### src/rtl/fifo_merge_sched_pkg.sv
// Shared types for the FIFO merge scheduler: FSM states, occupancy count type,
// default output-buffer entry record and the channel-tag width helper.
package fifo_merge_pkg;

    typedef enum logic [1:0] {
        IDLE,
        ARB,
        READ,
        DRAIN
    } state_t;

    typedef logic [15:0] count_t;

    localparam int unsigned NCH_DEF    = 4;
    localparam int unsigned DWIDTH_DEF = 16;
    localparam int unsigned CHW_DEF    = $clog2(NCH_DEF);

    typedef struct packed {
        logic [DWIDTH_DEF-1:0] data;
        logic [CHW_DEF-1:0]    chan;
        logic                  sob;
        logic                  eob;
    } obuf_entry_t;

    function automatic int unsigned chan_width(input int unsigned n);
        return (n < 2) ? 1 : $clog2(n);
    endfunction

endpackage

### src/rtl/fifo_merge_sched_obuf.sv
// Two-entry valid/ready output buffer (FIFO order); occ_o feeds the read credit check.
import fifo_merge_pkg::*;

module merge_obuf #(
    parameter type entry_t = obuf_entry_t
) (
    input  logic       clk_i,
    input  logic       rst_i,
    input  logic       push_i,
    input  entry_t     entry_i,
    input  logic       ready_i,
    output logic       valid_o,
    output entry_t     entry_o,
    output logic [1:0] occ_o
);

    entry_t     e0_q, e0_d, e1_q, e1_d;
    logic [1:0] occ_q, occ_d;
    logic       pop;

    assign valid_o = (occ_q != 2'd0);
    assign entry_o = e0_q;
    assign occ_o   = occ_q;
    assign pop     = valid_o & ready_i;

    always_comb begin
        e0_d  = e0_q;
        e1_d  = e1_q;
        occ_d = occ_q;
        if (pop) begin
            e0_d  = e1_q;
            occ_d = occ_q - 2'd1;
        end
        // Push lands in the slot left free after this cycle's pop.
        if (push_i) begin
            if (occ_d == 2'd0) begin
                e0_d = entry_i;
            end else begin
                e1_d = entry_i;
            end
            occ_d = occ_d + 2'd1;
        end
    end

    always_ff @(posedge clk_i) begin
        if (rst_i) begin
            e0_q  <= '0;
            e1_q  <= '0;
            occ_q <= '0;
        end else begin
            e0_q  <= e0_d;
            e1_q  <= e1_d;
            occ_q <= occ_d;
        end
    end

endmodule

### src/rtl/fifo_merge_sched.sv
// Round-robin burst scheduler merging NCH channel FIFOs into one tagged stream.
// Optional partial bursts after an idle timeout: define FIFO_MERGE_PARTIAL_EN.
module fifo_merge_sched
    import fifo_merge_pkg::*;
#(
    parameter int unsigned NCH     = 4,
    parameter int unsigned DWIDTH  = 16,
    parameter int unsigned BURST   = 8,
    parameter int unsigned TIMEOUT = 1024,
    localparam int unsigned CHW    = chan_width(NCH)
) (
    input  logic                  clk_i,
    input  logic                  rst_i,
    input  logic                  en_i,
    input  logic [16*NCH-1:0]     rcount_i,
    input  logic [DWIDTH*NCH-1:0] data_i,
    input  logic [NCH-1:0]        valid_i,
    output logic [NCH-1:0]        ren_o,
    output logic [DWIDTH-1:0]     data_o,
    output logic [CHW-1:0]        chan_o,
    output logic                  sob_o,
    output logic                  eob_o,
    output logic                  valid_o,
    input  logic                  ready_i,
    output logic                  busy_o,
    output logic [CHW-1:0]        grant_o
);

    if (NCH < 2 || NCH > 16 || BURST < 1 || BURST > 65535 || TIMEOUT < 1) begin : g_param_check
        $error("fifo_merge_sched: parameter out of range");
    end

    typedef struct packed {
        logic [DWIDTH-1:0] data;
        logic [CHW-1:0]    chan;
        logic              sob;
        logic              eob;
    } entry_t;

    localparam count_t BURST_C = count_t'(BURST);

    state_t         state_q, state_d;
    logic [CHW-1:0] grant_q, grant_d;
    logic [CHW-1:0] rr_q, rr_d;
    count_t         rem_q, rem_d;
    logic           first_q, first_d;
    logic           infl_q, infl_d;
    logic           infl_sob_q, infl_sob_d;
    logic           infl_eob_q, infl_eob_d;

    count_t            rc [NCH];
    logic              found;
    logic [CHW-1:0]    pick;
    logic              valid_sel;
    logic [DWIDTH-1:0] data_sel;
    logic              push, pop, credit;
    logic [1:0]        occ;
    logic [2:0]        pend;
    entry_t            entry_in, entry_out;

    always_comb begin
        for (int unsigned c = 0; c < NCH; c++) begin
            rc[c] = rcount_i[16*c +: 16];
        end
    end

    // Round-robin search for a channel holding a full burst, starting at rr_q.
    always_comb begin
        int unsigned    idx;
        logic [CHW-1:0] idx_c;
        found = 1'b0;
        pick  = '0;
        idx   = 0;
        idx_c = '0;
        for (int unsigned i = 0; i < NCH; i++) begin
            idx = 32'(rr_q) + i;
            if (idx >= NCH) idx = idx - NCH;
            idx_c = CHW'(idx);
            if (!found && rc[idx_c] >= BURST_C) begin
                found = 1'b1;
                pick  = idx_c;
            end
        end
    end

`ifdef FIFO_MERGE_PARTIAL_EN
    localparam logic [31:0] TIMEOUT_C = 32'(TIMEOUT);

    logic [31:0]    idle_q, idle_d;
    logic           p_found;
    logic [CHW-1:0] p_pick;
    count_t         p_cnt;

    always_comb begin
        int unsigned    pidx;
        logic [CHW-1:0] pidx_c;
        p_found = 1'b0;
        p_pick  = '0;
        p_cnt   = '0;
        pidx    = 0;
        pidx_c  = '0;
        for (int unsigned i = 0; i < NCH; i++) begin
            pidx = 32'(rr_q) + i;
            if (pidx >= NCH) pidx = pidx - NCH;
            pidx_c = CHW'(pidx);
            if (!p_found && rc[pidx_c] != '0) begin
                p_found = 1'b1;
                p_pick  = pidx_c;
                p_cnt   = (rc[pidx_c] > BURST_C) ? BURST_C : rc[pidx_c];
            end
        end
    end
`endif

    always_comb begin
        data_sel = '0;
        for (int unsigned c = 0; c < NCH; c++) begin
            if (grant_q == CHW'(c)) data_sel = data_i[c*DWIDTH +: DWIDTH];
        end
    end

    assign valid_sel = valid_i[grant_q];
    assign push      = infl_q & valid_sel;
    assign pop       = valid_o & ready_i;
    // Credit counts the word leaving this cycle, so a burst streams at 1 word/cycle.
    assign pend      = 3'(occ) + 3'(infl_q) - 3'(pop);
    assign credit    = (pend < 3'd2);

    always_comb begin
        logic take;
        state_d    = state_q;
        grant_d    = grant_q;
        rr_d       = rr_q;
        rem_d      = rem_q;
        first_d    = first_q;
        infl_d     = 1'b0;
        infl_sob_d = infl_sob_q;
        infl_eob_d = infl_eob_q;
        ren_o      = '0;
        take       = 1'b0;
`ifdef FIFO_MERGE_PARTIAL_EN
        idle_d     = idle_q;
`endif
        case (state_q)
            IDLE: begin
`ifdef FIFO_MERGE_PARTIAL_EN
                idle_d = '0;
`endif
                if (en_i) state_d = ARB;
            end
            ARB: begin
                if (found) begin
                    grant_d = pick;
                    rem_d   = BURST_C;
                    take    = 1'b1;
                end
`ifdef FIFO_MERGE_PARTIAL_EN
                else if (idle_q >= TIMEOUT_C && p_found) begin
                    grant_d = p_pick;
                    rem_d   = p_cnt;
                    take    = 1'b1;
                end
                idle_d = take ? '0 : ((idle_q < TIMEOUT_C) ? idle_q + 32'd1 : idle_q);
`endif
                if (take) begin
                    rr_d    = (grant_d == CHW'(NCH - 1)) ? '0 : grant_d + 1'b1;
                    first_d = 1'b1;
                    state_d = READ;
                end else if (!en_i) begin
                    state_d = IDLE;
                end
            end
            READ: begin
                if (credit) begin
                    ren_o      = NCH'(1) << grant_q;
                    infl_d     = 1'b1;
                    infl_sob_d = first_q;
                    infl_eob_d = (rem_q == 16'd1);
                    first_d    = 1'b0;
                    rem_d      = rem_q - 16'd1;
                    if (rem_q == 16'd1) state_d = DRAIN;
                end
            end
            DRAIN: begin
                if (!infl_q || valid_sel) state_d = en_i ? ARB : IDLE;
            end
            default: state_d = IDLE;
        endcase
    end

    always_ff @(posedge clk_i) begin
        if (rst_i) begin
            state_q    <= IDLE;
            grant_q    <= '0;
            rr_q       <= '0;
            rem_q      <= '0;
            first_q    <= 1'b0;
            infl_q     <= 1'b0;
            infl_sob_q <= 1'b0;
            infl_eob_q <= 1'b0;
        end else begin
            state_q    <= state_d;
            grant_q    <= grant_d;
            rr_q       <= rr_d;
            rem_q      <= rem_d;
            first_q    <= first_d;
            infl_q     <= infl_d;
            infl_sob_q <= infl_sob_d;
            infl_eob_q <= infl_eob_d;
        end
    end

`ifdef FIFO_MERGE_PARTIAL_EN
    always_ff @(posedge clk_i) begin
        if (rst_i) idle_q <= '0;
        else       idle_q <= idle_d;
    end
`endif

    assign entry_in = '{data: data_sel, chan: grant_q, sob: infl_sob_q, eob: infl_eob_q};

    merge_obuf #(
        .entry_t (entry_t)
    ) u_obuf (
        .clk_i   (clk_i),
        .rst_i   (rst_i),
        .push_i  (push),
        .entry_i (entry_in),
        .ready_i (ready_i),
        .valid_o (valid_o),
        .entry_o (entry_out),
        .occ_o   (occ)
    );

    assign data_o  = entry_out.data;
    assign chan_o  = entry_out.chan;
    assign sob_o   = entry_out.sob;
    assign eob_o   = entry_out.eob;
    assign busy_o  = (state_q != IDLE);
    assign grant_o = grant_q;

endmodule

### config.mk
export PLATFORM = sky130hd
export DESIGN_NAME = fifo_merge_sched
export DESIGN_NICKNAME = d
export VERILOG_FILES = /design/src/rtl/fifo_merge_sched_pkg.sv /design/src/rtl/fifo_merge_sched_obuf.sv /design/src/rtl/fifo_merge_sched.sv
export SDC_FILE = /design/constraint.sdc
export NUM_CORES = 1
export LEC_CHECK = 0
export BUFFER_PORTS_ARGS = -buffer_cell sky130_fd_sc_hd__buf_2
export CELL_PAD_IN_SITES_DETAIL_PLACEMENT = 1
export CELL_PAD_IN_SITES_GLOBAL_PLACEMENT = 2
export CORE_UTILIZATION = 24
export CTS_BUF_LIST = sky130_fd_sc_hd__clkbuf_4
export DETAILED_ROUTE_END_ITERATION = 7
export GPL_TIMING_DRIVEN = 0
export HOLD_SLACK_MARGIN = 0.1
export PLACE_DENSITY = 0.88
export SYNTH_ARGS = -nofsm -noshare
export SYNTH_HDL_FRONTEND = slang
export SYNTH_SLANG_ARGS = --single-unit
### constraint.sdc
create_clock -name clk_i -period 3.76 [get_ports clk_i]
set_input_delay 0.752 -clock clk_i [delete_from_list [all_inputs] [get_ports clk_i]]
set_output_delay 0.752 -clock clk_i [all_outputs]
set_load 0.05 [all_outputs]
== Word-level counts from Yosys, hierarchy flattened ==
Index checks and enable logic that the tools add are counted.
Storage, ports and cells
  output and inout bits: 28
  flip-flop bits (word level): 68
Cells by class
  bitwise gates (word level): 8
  shift-type cells: 1
  muxes and demuxes: 57
  order comparisons: 14
  eq/ne operators: 15
  $add $sub $neg: 13
  reductions and logical operators: 21
Operator list (count)
  16-bit 2-to-1 mux: 14
  16-bit binary-select mux with 2-bit select: 4
  16-bit by 4-bit >= comparator with 1-bit output, second input constant: 4
  20-bit 2-to-1 mux: 3
  2-bit 2-to-1 mux: 19
  16-bit one-hot mux with 2 select lines: 1
  3-bit >= comparator, second input constant: 7
  16-bit by 1-bit == test with 1-bit output, second input constant: 1
  16-bit by 1-bit subtractor with 16-bit output, second input constant: 1
  2-bit inequality test, second input constant: 6
  2-bit inverter with 3-bit output: 4
  1-bit 2-to-1 mux: 11
  2-bit == test, second input constant: 5
  2-bit by 1-bit subtractor with 2-bit output, second input constant: 5
  4-bit 2-to-1 mux: 2
  2-bit one-hot mux with 4 select lines: 1
  2-bit by 2-bit adder with 3-bit output, second input constant: 2
  2-bit zero test: 3
  2-bit AND reduction: 3
  3-bit AND reduction: 2
  2-bit nonzero test: 3
  5-bit AND reduction: 1
  2-bit by 1-bit adder with 2-bit output, second input constant: 2
  2-bit by 1-bit == test with 1-bit output, second input constant: 2
  other kinds (16): 23

== Longest topological paths before layout ==
  word-level depth: 21
  mapped depth: 16
  depth with buffers taken out: 14

== By module ==
A second synthesis with hierarchy kept.
Second synthesis, totals
  cell total of the unflattened synthesis: 439
  area, all modules: 3908.7 sq um
Modules (own cells, without submodules)
  fifo_merge_sched: instances 1, cells each 242, area each 2155.8 sq um
  merge_obuf: instances 1, cells each 197, area each 1752.9 sq um

== Worst setup path before layout ==
No wires, ideal clock.
  path type: flip-flop to output port
  start: reg u_obuf.occ_q[1], in the netlist u_obuf.occ_o[1]
  end: out ren_o[2]
  required time: 3.008 ns
  data arrival time: 4.169 ns
  path slack: -1.161 ns
  cell stages (with the launch flop): 15
  path through: dfxtp_1 > inv_1 > ha_1 > inv_1 > nand2_1 > buf_1 > inv_1 > ha_1 > nand2b_1 > fa_1 > xnor2_1 > nand2_1 > or2_2 > clkbuf_1 > nor3b_1
Between the ends
  cells in the longest elaborated chain, start to end: 6
RTL lines
  start: declaration: line fifo_merge_sched_obuf.sv:18  | logic [1:0] occ_q, occ_d;
  start signal: assignment: line fifo_merge_sched_obuf.sv:49  | occ_q <= '0;
  start signal: assignment: line fifo_merge_sched_obuf.sv:53  | occ_q <= occ_d;
  2-bit nonzero test: line fifo_merge_sched_obuf.sv:21  | assign valid_o = (occ_q != 2'd0);
  net valid_o: line fifo_merge_sched.sv:23  | output logic valid_o,
  1-bit bitwise AND: line fifo_merge_sched.sv:124  | assign pop = valid_o & ready_i;
  3-bit by 1-bit subtractor with 3-bit output: line fifo_merge_sched.sv:126  | assign pend = 3'(occ) + 3'(infl_q) - 3'(pop);
  3-bit by 2-bit < comparator with 1-bit output: line fifo_merge_sched.sv:127  | assign credit = (pend < 3'd2);
  4-bit 2-to-1 mux: line fifo_merge_sched.sv:174  | if (credit) begin
  4-bit 2-to-1 mux: line fifo_merge_sched.sv:144  | case (state_q)
  end: declaration: line fifo_merge_sched.sv:18  | output logic [NCH-1:0] ren_o,
The timed path passes the listed nets, and every way through them passes these cells.

== Worst setup path after layout ==
  start: reg u_obuf.occ_q[1], in the netlist u_obuf.occ_o[1]
  end: out ren_o[2]
Between the ends
  cells in the longest elaborated chain, start to end: 6
RTL lines (line)
  branches (longest 2 deep; another with 2-bit by 1-bit adder with 3-bit output)
  3-bit by 1-bit subtractor with 3-bit output (*): fifo_merge_sched.sv:126
  3-bit by 2-bit < comparator with 1-bit output (*): fifo_merge_sched.sv:127
  4-bit 2-to-1 mux (*): fifo_merge_sched.sv:174
  4-bit 2-to-1 mux (*): fifo_merge_sched.sv:144
Mark *: on every way between the ends.

==> reports/summary.log <==
[run_status] outcome complete, no violations
[die] die footprint 15,500 um^2
[hold_path] Tightest Hold Check Type reg -> reg
[clocking] Num CTS Buffers 9
[clocking] clock sink count 68
[hold_path] worst hold path cell count 2
[logic_synthesis] number of warning messages in the yosys log 0
[timing] Hold Violations, Final 0
[timing] final setup skew 0.0120 ns
[logic_synthesis] top cell types by occurrence after synthesis sky130_fd_sc_hd__dfxtp_1 (68), sky130_fd_sc_hd__nand2_1 (52), sky130_fd_sc_hd__nor2_1 (44)
[routing] number of iterations in the first detailed-routing pass 4
[worst_setup_path] CP endpoint kind output port
[timing] Slew Limit Fails 0
[power_and_ir_drop] worst voltage drop across the vdd grid 0.171 mV
[worst_setup_path] cell repeated most along the worst path sky130_fd_sc_hd__ha_4
[clocking] TritonCTS clock tree yes
[routing] wire length per cell after detailed routing 15.4 um
[placed_design] estimated wirelength of the detail-placed design 9440 um
[worst_setup_path] critical-path maximum fanout 3
[global_routing] overflow left after global routing 0
[die] IO Count 164
[logic_synthesis] count of flip-flops with a built-in enable after synthesis 0
[hold_path] startpoint of the most critical hold path u_obuf.e1_q[12]
[worst_setup_path] Reg-to-Reg End rem_q[12]
[worst_setup_path] worst setup path category reg -> out
[global_routing] total routing resource utilization after global routing 0.155
[placed_design] Final Wtd Congestion 0.741
[timing] achievable clock frequency 277 MHz
[worst_setup_path] Crit path buffers/inverters 4
[logic_synthesis] sequential share of the synthesized area 0.378
[worst_setup_path] type of origin of the critical path flip-flop
[die] horizontal extent of the die 125 um
[logic_synthesis] most instantiated flip-flop cell in the synthesis netlist sky130_fd_sc_hd__dfxtp_1
[routing] number of remaining DRC errors 0
[worst_setup_path] ordered list of cells on the worst path inv_4 -> ha_4 -> clkinvlp_4 -> nand2_4 -> inv_2 -> ha_4 -> nand2b_4 -> fa_2 -> nand2_2 -> or2_4 -> nor3b_4 -> buf_6
[placed_design] placed cell count 734
[layout] synth-to-layout area growth 35.9%
[timing] worst slew margin relative to its limit 0.428
[hold_path] terminating pin of the worst hold path u_obuf.e1_q[12]
[die] die outline height 125 um
[logic_synthesis] fraction of registers with async set/reset 0
[timing] Worst Max-Slew Pin Slew 0.859 ns
[logic_synthesis] cell with the most instances after synthesis sky130_fd_sc_hd__dfxtp_1
[global_routing] largest net degree at the start of global routing 13
[routing] routed vias/inst 4.84
[layout] Layout fillers 1,747
[timing] final setup vio count 0
[timing] setup repair after global routing missed its margin false
[global_routing] first-pass GRT wire length 19,100 um
[worst_setup_path] Register-to-Register Setup Slack 0.69 ns
[routing] vias 3,685
[clocking] maximum buffer depth of the clock tree 2
[timing] Fin Hold WS 0.465 ns
[logic_synthesis] number of storage elements in the synthesis netlist 68
[layout] count of non-filler cells in the finished layout 761
[clocking] H-tree depth 3
[placed_design] placed instance area 4680 um^2
[logic_synthesis] synthesized net count 542
[power_and_ir_drop] standby leakage power 2.07 nW
[layout] share of layout cells above drive strength 1 0.401
[worst_setup_path] Worst Reg2Reg Path Length in Cells 14
[worst_setup_path] FF-to-FF Start u_obuf.occ_o[1]
[layout] finished layout cell area 4900 um^2
[worst_setup_path] delay of the slowest critical-path stage 0.52 ns
[routing] drt initial violations 108
[worst_setup_path] Critical Path AT 2.85 ns
[logic_synthesis] synth top area cells sky130_fd_sc_hd__dfxtp_1 (38%), sky130_fd_sc_hd__mux4_2 (11%), sky130_fd_sc_hd__mux2i_1 (5.8%), sky130_fd_sc_hd__a21oi_1 (5.4%), sky130_fd_sc_hd__nand2_1 (5.4%)
[clocking] clock tree root buffer cell sky130_fd_sc_hd__clkbuf_4
[die] starting density of the core 0.247
[clocking] source-to-sink clock delay at the later pin of the worst-skew pair 0.44 ns
[worst_setup_path] cell with the largest stage delay on the worst path sky130_fd_sc_hd__fa_2
[worst_setup_path] CP Data Required Time 3.01 ns
[worst_setup_path] largest delay contributor family on the critical path adder cells
[routing] antenna-violating nets left 0
[global_routing] number of global-route vias before repair 3,882
[timing] final worst-path cycle share 0.959
[logic_synthesis] fraction of post-synthesis cell area in the top cell type by area 0.378
[logic_synthesis] synthesized area 3600 um^2
[logic_synthesis] Synth Area per Inst 9.01 um^2
[clocking] clock edge transition at the registers on the reported setup and hold paths 0.12 ns
[timing] clock period minus final worst setup slack 3.60 ns
[die] placeable core region 14,600 um^2
[die] row cnt 44
[global_routing] number of antenna violations at the first check in global routing 1
[placed_design] number of buffer cells added on primary ports 150
[layout] final-stage net count 713
[logic_synthesis] Yosys top cell by area sky130_fd_sc_hd__dfxtp_1
[job] count of maximum capacitance violations 0
[power_and_ir_drop] power density normalized to cell area 502 nW/um^2
[logic_synthesis] Unique masters post-synth 49
[logic_synthesis] synthesized instance count 400
[routing] overall routed net length 11,800 um
routing by layer:
metal,GRT usage,wire [um],vias to the layer above
met4,0.0567,191,0
met3,0.0245,474,13
met2,0.282,6070,106
li1,-,-,1805
met1,0.181,5010,1761
met5,0,0,-
kinds of logic after synthesis:
logic type | count (synthesis) | synth area share
AOI/OAI and AO/OA | 84 | 0.149
xor gates and xnor gates | 7 | 0.0170
adders and majority gates | 6 | 0.0229
buffers and inverters | 40 | 0.0476
DFF | 68 | 0.378
muxes | 38 | 0.165
and+or+nand+nor | 157 | 0.221
tightest hold or removal path: stages, from the launching register on:
cell and delay (ns):
sky130_fd_sc_hd__dfxtp_1 0.33, sky130_fd_sc_hd__nand2_1 0.05, sky130_fd_sc_hd__a21oi_1 0.05
worst max-delay path by stage:
| stage | start | to | slack [ns] | cells after the start |
|---|---|---|---|---|
| after floorplan | u_obuf.occ_o[1] | ren_o[2] | -0.004 | 13 |
| after global placement | ready_i | ren_o[1] | -0.31 | 12 |
| after detailed placement | ready_i | ren_o[1] | -0.33 | 13 |
| after CTS | u_obuf.occ_o[0] | ren_o[1] | -0.04 | 15 |
| after global routing | u_obuf.occ_o[0] | ren_o[2] | 0.03 | 13 |
| final | u_obuf.occ_o[1] | ren_o[2] | 0.16 | 12 |
registers in the layout (all words and copies together) (netlist names), named ones only:
name,count
first_q,1
grant_o,2
infl_eob_q,1
infl_q,1
infl_sob_q,1
rem_q,16
rr_q,2
state_q,1
u_obuf.e1_q,20
u_obuf.entry_o,20
u_obuf.occ_o,2
power breakdown:
part           leakage, nW  total (W)  switching, W  internal [W]
registers            0.552   0.000889     0.0000760      0.000813
clock network       0.0595   0.000416      0.000284      0.000132
logic                 1.46    0.00115      0.000630      0.000523
per-stage QoR:
| stage | total power (W) | setup slack (ns) | setup TNS, ns | utilization |
|---|---|---|---|---|
| floorplan | 0.00166 | -0.00437 | -0.00437 | - |
| global placement | 0.00189 | -0.307 | -0.788 | 0.321 |
| detailed placement | 0.00194 | -0.327 | -1.20 | 0.321 |
| CTS | 0.00244 | -0.0357 | -0.0357 | 0.334 |
| global route | 0.00262 | 0.0283 | 0 | 0.336 |
| finish | 0.00246 | 0.156 | 0 | 0.336 |
layout make-up:
type | count | area (um^2) | area share
diodes | 1 | 2.50 | 0.000511
plain buffers | 27 | 123 | 0.0250
clock buffers | 9 | 67.6 | 0.0138
clock inverters | 7 | 42.5 | 0.00868
inverters | 11 | 47.5 | 0.00971
multi-input cells | 292 | 2160 | 0.442
flip-flops and latches | 68 | 1370 | 0.279
well taps | 184 | 230 | 0.0470
repair buffers | 162 | 855 | 0.174
timing repair:
| item | CTS | global route |
|---|---|---|
| resized for setup | 12 | 2 |
| hold buffers | 0 | 0 |
| pin swaps | 7 | 9 |
| endpoints found under the hold margin | 0 | 0 |
| setup buffers | 6 | 6 |
| setup endpoints to repair | 4 | 4 |
layout by cell type (no fill, tap or decap), types with 3 or more instances in the layout:
master                         n
sky130_fd_sc_hd__nand4_1       3
sky130_fd_sc_hd__ha_1          3
sky130_fd_sc_hd__or4_1         5
sky130_fd_sc_hd__o31ai_1       5
sky130_fd_sc_hd__or3_1         3
sky130_fd_sc_hd__nand3_1       3
sky130_fd_sc_hd__clkinv_2      3
sky130_fd_sc_hd__o21ai_0       9
sky130_fd_sc_hd__nor2_1       42
sky130_fd_sc_hd__mux2i_1      21
sky130_fd_sc_hd__a21oi_1      39
sky130_fd_sc_hd__xor2_1        4
sky130_fd_sc_hd__buf_4        16
sky130_fd_sc_hd__clkinvlp_4    3
sky130_fd_sc_hd__and3_1        3
sky130_fd_sc_hd__clkbuf_4      9
sky130_fd_sc_hd__o2111ai_1     3
sky130_fd_sc_hd__or3_2         3
sky130_fd_sc_hd__mux4_2       17
sky130_fd_sc_hd__buf_2       148
sky130_fd_sc_hd__dfxtp_1      66
sky130_fd_sc_hd__nor4_1       10
sky130_fd_sc_hd__buf_6         3
sky130_fd_sc_hd__nor2b_1       3
sky130_fd_sc_hd__nand2b_1      3
sky130_fd_sc_hd__nor3_1        4
sky130_fd_sc_hd__a211oi_1     20
sky130_fd_sc_hd__clkbuf_1     18
sky130_fd_sc_hd__inv_1         7
sky130_fd_sc_hd__or4_2         3
sky130_fd_sc_hd__buf_1         4
sky130_fd_sc_hd__nand2_1      50
Note: power is estimated with default switching activity, not from simulation.
